===== config.mk =====
export PLATFORM = sky130hd
export DESIGN_NAME = bus_b_source_mux
export DESIGN_NICKNAME = d
export VERILOG_FILES = /design/src/rtl/bus_b_pkg.sv /design/src/rtl/bus_src_select.sv /design/src/rtl/bus_b_source_mux.sv
export SDC_FILE = /design/constraint.sdc
export NUM_CORES = 1
export LEC_CHECK = 0
export BUFFER_PORTS_ARGS = -buffer_cell sky130_fd_sc_hd__buf_2
export CORE_MARGIN = 4
export CORE_UTILIZATION = 48
export CTS_CLUSTER_SIZE = 28
export DETAILED_ROUTE_END_ITERATION = 8
export PLACE_DENSITY = 0.91
export REMOVE_ABC_BUFFERS = 1
export SYNTH_ARGS = -nofsm -noshare
export SYNTH_HDL_FRONTEND = slang
export SYNTH_SLANG_ARGS = --single-unit

===== constraint.sdc =====
create_clock -name CLOCK -period 2.4 [get_ports CLOCK]
set_input_delay 0.36 -clock CLOCK [delete_from_list [all_inputs] [get_ports CLOCK]]
set_output_delay 0.36 -clock CLOCK [all_outputs]
set_load 0.01 [all_outputs]

===== src/rtl/bus_b_pkg.sv =====
// Shared widths, source indices and FSM encoding for the registered bus-B source mux.
package bus_b_pkg;

    localparam int DATA_W   = 16;
    localparam int SEL_W    = 4;
    localparam int NARROW_W = 8;
    localparam int N_SRC    = 9;

    localparam int SRC_RAM   = 0;
    localparam int SRC_PC    = 1;
    localparam int SRC_R1    = 2;
    localparam int SRC_R2    = 3;
    localparam int SRC_TR    = 4;
    localparam int SRC_R     = 5;
    localparam int SRC_AC    = 6;
    localparam int SRC_INSTR = 7;
    localparam int SRC_AR    = 8;

    // RAM data byte and instruction byte are the narrow sources by default
    localparam logic [N_SRC-1:0] NARROW_MASK = 9'b0_1000_0001;

    typedef enum logic {
        ST_IDLE  = 1'b0,
        ST_DRIVE = 1'b1
    } state_t;

endpackage


===== src/rtl/bus_src_select.sv =====
// Combinational N_SRC-to-1 source select with per-source zero-extension and range flag.
module bus_src_select #(
    parameter int                  DATA_W      = bus_b_pkg::DATA_W,
    parameter int                  N_SRC       = bus_b_pkg::N_SRC,
    parameter int                  SEL_W       = bus_b_pkg::SEL_W,
    parameter int                  NARROW_W    = bus_b_pkg::NARROW_W,
    parameter logic [N_SRC-1:0]    NARROW_MASK = bus_b_pkg::NARROW_MASK
) (
    input  logic [N_SRC*DATA_W-1:0] src_in,
    input  logic [SEL_W-1:0]        sel,
    output logic [DATA_W-1:0]       data,
    output logic                    in_range
);

    import bus_b_pkg::*;

    localparam logic [DATA_W-1:0] NARROW_KEEP = DATA_W'({NARROW_W{1'b1}});

    // An unmatched index leaves the output at zero, so nothing is ever undriven
    always_comb begin
        data     = '0;
        in_range = 1'b0;
        for (int i = 0; i < N_SRC; i++) begin
            if (sel == SEL_W'(i)) begin
                in_range = 1'b1;
                if (NARROW_MASK[i])
                    data = src_in[i*DATA_W +: DATA_W] & NARROW_KEEP;
                else
                    data = src_in[i*DATA_W +: DATA_W];
            end
        end
    end

endmodule


===== src/rtl/bus_b_source_mux.sv =====
// Registered bus-B source multiplexer: sticky selection, HOLD freeze, explicit release.
module bus_b_source_mux #(
    parameter int                  DATA_W      = bus_b_pkg::DATA_W,
    parameter int                  N_SRC       = bus_b_pkg::N_SRC,
    parameter int                  SEL_W       = bus_b_pkg::SEL_W,
    parameter int                  NARROW_W    = bus_b_pkg::NARROW_W,
    parameter logic [N_SRC-1:0]    NARROW_MASK = bus_b_pkg::NARROW_MASK
) (
    input  logic                    CLOCK,
    input  logic                    RESET,
    input  logic [N_SRC*DATA_W-1:0] SRC_IN,
    input  logic [SEL_W-1:0]        SELECT,
    input  logic                    SEL_VALID,
    input  logic                    HOLD,
    input  logic                    RELEASE,
    output logic [DATA_W-1:0]       BUS,
    output logic                    BUS_VALID,
    output logic [SEL_W-1:0]        CUR_SEL,
    output logic                    SEL_ERR
);

    import bus_b_pkg::*;

    state_t              state;
    logic [DATA_W-1:0]   req_data;
    logic [DATA_W-1:0]   cur_data;
    logic                req_in_range;
    logic                cur_in_range;
    logic                take_sel;

    // One selector for the incoming request, one for the source already owned
    bus_src_select #(
        .DATA_W      (DATA_W),
        .N_SRC       (N_SRC),
        .SEL_W       (SEL_W),
        .NARROW_W    (NARROW_W),
        .NARROW_MASK (NARROW_MASK)
    ) u_req_sel (
        .src_in   (SRC_IN),
        .sel      (SELECT),
        .data     (req_data),
        .in_range (req_in_range)
    );

    bus_src_select #(
        .DATA_W      (DATA_W),
        .N_SRC       (N_SRC),
        .SEL_W       (SEL_W),
        .NARROW_W    (NARROW_W),
        .NARROW_MASK (NARROW_MASK)
    ) u_cur_sel (
        .src_in   (SRC_IN),
        .sel      (CUR_SEL),
        .data     (cur_data),
        .in_range (cur_in_range)
    );

    assign take_sel = SEL_VALID && req_in_range;

    // SEL_ERR is evaluated regardless of RELEASE/HOLD so a dropped bad select is still reported
    always_ff @(posedge CLOCK or posedge RESET) begin
        if (RESET) begin
            state     <= ST_IDLE;
            BUS       <= '0;
            BUS_VALID <= 1'b0;
            CUR_SEL   <= '0;
            SEL_ERR   <= 1'b0;
        end else begin
            SEL_ERR <= SEL_VALID && !req_in_range;
            if (RELEASE) begin
                state     <= ST_IDLE;
                BUS       <= '0;
                BUS_VALID <= 1'b0;
            end else if (HOLD) begin
                state     <= state;
            end else if (take_sel) begin
                state     <= ST_DRIVE;
                CUR_SEL   <= SELECT;
                BUS       <= req_data;
                BUS_VALID <= 1'b1;
            end else if (state == ST_DRIVE && cur_in_range) begin
                BUS       <= cur_data;
                BUS_VALID <= 1'b1;
            end else begin
                state     <= ST_IDLE;
                BUS       <= '0;
                BUS_VALID <= 1'b0;
            end
        end
    end

endmodule


### After elaboration in Yosys (flattened, before gate mapping)

Index checks and enable logic that the tools add are counted.

* bits in registers: 23
* logic and storage cells: 81
* input bits: 153

* reduce and logical (&&, ||, !) cells: 8
* bitwise operators: 2
* muxes and demuxes: 48
* equality and inequality tests: 18

Operator list (number)
* 2-to-1 mux 16 bit: 20
* equality test 4 x 3 -> 1 bit (second input constant): 8
* 2-to-1 mux 1 bit: 26
* equality test 4 x 2 -> 1 bit (second input constant): 4
* 2-to-1 mux 8 bit: 2
* equality test 4 x 1 -> 1 bit (second input constant): 2
* equality test 4 bit (second input constant): 2
* zero test 4 bit: 2
* logical AND 1 bit: 3
* != test 3 bit (second input constant): 1
* AND reduction 3 bit: 1
* != test 2 x 1 -> 1 bit (second input constant): 1
* NOT 1 bit: 2
* AND reduction 2 bit: 1
* zero test 1 bit: 1

### Logic depth before layout (Yosys ltp)

* word-level depth: 15
* depth in mapped cells: 9

### Hierarchy

Synthesis repeated with hierarchy kept, for this count alone.

* cells, all modules: 454
* area total of the unflattened synthesis: 3622.2 µm²

Modules (own cells, without submodules)
* bus_src_select: instances 2, cells each 170, seq. area each 0.0 µm², area each 1239.9 µm²
* bus_b_source_mux: instances 1, cells each 114, seq. area each 575.6 µm², area each 1142.3 µm²

### Least setup slack after synthesis

No wires, ideal clock.

* kind: reg-to-reg
* start: register CUR_SEL[0]
* end: register BUS[3]
* path slack: 0.634 ns
* stages on the path, launching flop included: 8
* path buffers: 2
* data arrival time: 1.645 ns
* library setup time: 0.121 ns
* path through: dfrtp_1 > buf_6 > buf_6 > mux2_4 > a221o_1 > a21oi_1 > o22ai_1 > o22a_1

* longest elaborated chain between the ends: 15

RTL lines
* start, declared: RTL line bus_b_source_mux.sv:18 `output logic [SEL_W-1:0] CUR_SEL,`
* start signal, assigned: RTL line bus_b_source_mux.sv:66 `CUR_SEL <= '0;`
* start signal, assigned: RTL line bus_b_source_mux.sv:78 `CUR_SEL <= SELECT;`
* zero test 4 bit: RTL line bus_src_select.sv:24 `if (sel == SEL_W'(i)) begin`
* 2-to-1 mux 1 bit (9 in a row): RTL line bus_src_select.sv:24
* logical AND 1 bit: RTL line bus_b_source_mux.sv:81 `end else if (state == ST_DRIVE && cur_in_range) begin`
* 2-to-1 mux 16 bit *: RTL line bus_b_source_mux.sv:81
* 2-to-1 mux 16 bit *: RTL line bus_b_source_mux.sv:76 `end else if (take_sel) begin`
* 2-to-1 mux 16 bit *: RTL line bus_b_source_mux.sv:74 `end else if (HOLD) begin`
* 2-to-1 mux 16 bit *: RTL line bus_b_source_mux.sv:70 `if (RELEASE) begin`
* end signal, assigned: RTL line bus_b_source_mux.sv:79 `BUS <= req_data;`
* end signal, assigned: RTL line bus_b_source_mux.sv:82 `BUS <= cur_data;`
* end, declared: RTL line bus_b_source_mux.sv:16 `output logic [DATA_W-1:0] BUS,`

Every way passes the cells marked *; elsewhere a longest branch is shown, timed or not. The select of a mux whose other input is x is not followed.
A chain may end at the register's enable or synchronous reset.

### Final worst setup path

* start: register CUR_SEL[1]
* end: register BUS[14]

The elaborated chain is that of the path after synthesis.

==> flow_metrics.tcl <==
set metrics [dict create \
    routed_via_density 6.63 \
    root_buffer "clkbuf_8" \
    worstSetupEndpointType "flip-flop" \
    insertion_delay_ps 270 \
    grt_pass1_wl_um 25500 \
    first_iter_violations 592 \
    p_leak_nw 2.23 \
    cts_buffer_depth 2 \
    fin_worst_skew_ps 0.970 \
    cts_hold_buf 0 \
    maxSlewViolCount 0 \
    coreArea_um2 7210 \
    io_buffers 158 \
    cts_setup_buffers 0 \
    synthTopCellsByArea "dfrtp_1 16%, mux2i_1 9.4%, a21oi_1 6.7%" \
    ys_seq_area_share_pct 16.3 \
    num_vias 5050 \
    yosys_register_bits 23 \
    routed_wirelength_um 17000 \
    syn_inst 485 \
    pwr-share-clk_pct 13.3 \
    drv_cap 0 \
    die_area_um2 8790 \
    drive_gt1_share_pct 37.0 \
    cp-start-kind "flip-flop" \
    synth-edff-count 0 \
    wl_per_cell_um 22.3 \
    period_minus_slack_ps 2400 \
    cts_tree "yes" \
    swShare_pct 46.1 \
    placementRows 31 \
    ys_types 67 \
    regArea_um2 576 \
    grt_pass1_vias 4915 \
    start_util_pct 49.0 \
    die_x_um 93.8 \
    finalHoldViolCount 0 \
    crit_fanout 10 \
    max_freq_ghz 0.417 \
    antenna_found_initial 0 \
    layout.cells.non_filler 762 \
    status "completed" \
    htree_num_levels 1 \
    period_share_pct 99.9 \
    place.gp.congestion 1.03 \
    async_reset_ff_share_pct 100 \
    multiInputGateArea_um2 2670 \
    avgSynthCellArea_um2 7.28 \
    dp_hpwl_um 13600 \
    firstDrtPassIters 9 \
    netlist.area_leader.share_pct 16.3 \
    mappedNetlistArea_um2 3530 \
    crit_type "reg -> reg" \
    p_switching_mw 0.914 \
    p_int_mw 1.07 \
    yosys_warnings 0 \
    crit_required_ps 2570 \
    setup_viol 0 \
    power_density_nw_per_um2 424 \
    irDropWorstVdd_mv 0.232 \
    hp-class "in -> async" \
    diodes 0 \
    power_mw 1.98 \
    antenna_left 0 \
    rsz0062_at_grt "false" \
    syn_to_final_growth_pct 32.4 \
    fill_cells 715 \
    synth.largest_area_cell "dfrtp_1" \
    cts_buffers 3 \
    drc 0 \
    io_pins 175 \
    die_height_um 93.8 \
    overflow 0 \
    slew_headroom_pct 52.8 \
    seq_power_share_pct 23.4 \
    cp.arrival_ps 2560 \
    postCtsResizedCells 0 \
    clk_pin_slew_worst_paths_ps 90 \
    grt_use_total_pct 37.4 \
    tightestPinTransition_ps 703 \
    grt_max_degree 25 \
    dpl.cell_count 758 \
    pwr-share-comb_pct 63.2 \
    nNetsFinal 817 \
    cts_sinks 23 \
    ys.flop_type "dfrtp_1" \
]
==> metrics by stage <==
step	cell area, µm²	setup slack, ps	util, %	hold WS, ps	setup TNS, ps
after global placement	4630	139	64.2	422	0
after floorplan	3320	-122	-	362	-522
after CTS	4680	64.3	64.8	140	0
after detailed placement	4630	85.1	64.2	440	0
final	4680	2.40	64.8	124	0
after global routing	4680	35.7	64.8	146	0
==> Yosys cell counts, types with 7 or more instances <==
cell type and n:
nand2_1 43, a31oi_1 8, inv_1 17, a22oi_1 11, clkbuf_1 11, o21ai_0 42, mux2i_1 33, nand2b_1 10
a21oi_1 47, dfrtp_1 23, nand3_1 21, nor2b_1 11, nor3_1 17, o22ai_1 12, nor2_1 49, mux4_2 7
buf_4 10, o221ai_1 10, buf_2 10
==> per-layer routing <==
| layer | track usage [%] | share of wire (%) | vias up |
|---|---|---|---|
| li1 | - | - | 2198 |
| met1 | 47.0 | 36 | 2311 |
| met2 | 60.6 | 45 | 447 |
| met3 | 7.37 | 13 | 94 |
| met4 | 19.1 | 5.9 | 0 |
| met5 | 0 | 0 | - |
==> cell families (layout without fill, tap and decap cells) <==
logic type | after synthesis | count (layout) | synth area share (%)
compound gates | 185 | 185 | 35.4
mux | 45 | 45 | 15.5
simple gates | 177 | 177 | 24.7
flops | 23 | 23 | 16.3
buf+inv | 55 | 233 | 8.11
==> power groups by stage <==
stage | Sequential, mW | Clock (mW) | Combinational, mW
CTS | 0.462 | 0.263 | 1.22
global route | 0.468 | 0.276 | 1.33
detailed placement | 0.470 | 0 | 1.21
finish | 0.464 | 0.264 | 1.25
global placement | 0.467 | 0 | 1.19
floorplan | 0.560 | 0 | 0.542
==> critical path: stages (launching register included) <==
cell and delay [ps]:
dfrtp_1 590, buf_4 270, nor2b_1 140, buf_4 140
a221oi_1 380, a211oi_2 80, a221oi_1 440, buf_4 190
a21oi_1 50
==> path summary, 6_finish.rpt <==
check	from	to	slack, ps	depth (start not counted)
setup / recovery	CUR_SEL[1]	BUS[14]	2	8
hold / removal	RESET	SEL_ERR	120	3
setup reg to reg	CUR_SEL[1]	BUS[14]	2	8
hold reg to reg	BUS[8]	BUS[8]	520	1
max in group asynchronous	RESET	BUS[1]	2020	3
min in group CLOCK	RELEASE	state	290	2
==> cell type report <==
type                       count  share of cell area (%)
timing repair buffer         209                    25.4
tap                           99                    2.65
multi-input combinational    407                    57.1
clock inverter                 1                   0.107
inverter                      20                    1.61
sequential                    23                    12.3
clock buffer                   3                   0.883
==> sequential cells by signal, summed over array words and instances (netlist names) <==
signal     cells
BUS           16
BUS_VALID      1
CUR_SEL        4
SEL_ERR        1
state          1
==> cell usage in the layout, fill, tap and decap left out, types with 11 or more instances in the layout <==
master	instances
buf_2	158
buf_4	50
nor2_1	49
a21oi_1	47
nand2_1	43
o21ai_0	42
mux2i_1	33
dfrtp_1	23
nand3_1	21
inv_1	17
nor3_1	17
o22ai_1	12
a22oi_1	11
nor2b_1	11
(Power assumes the default switching activity.)
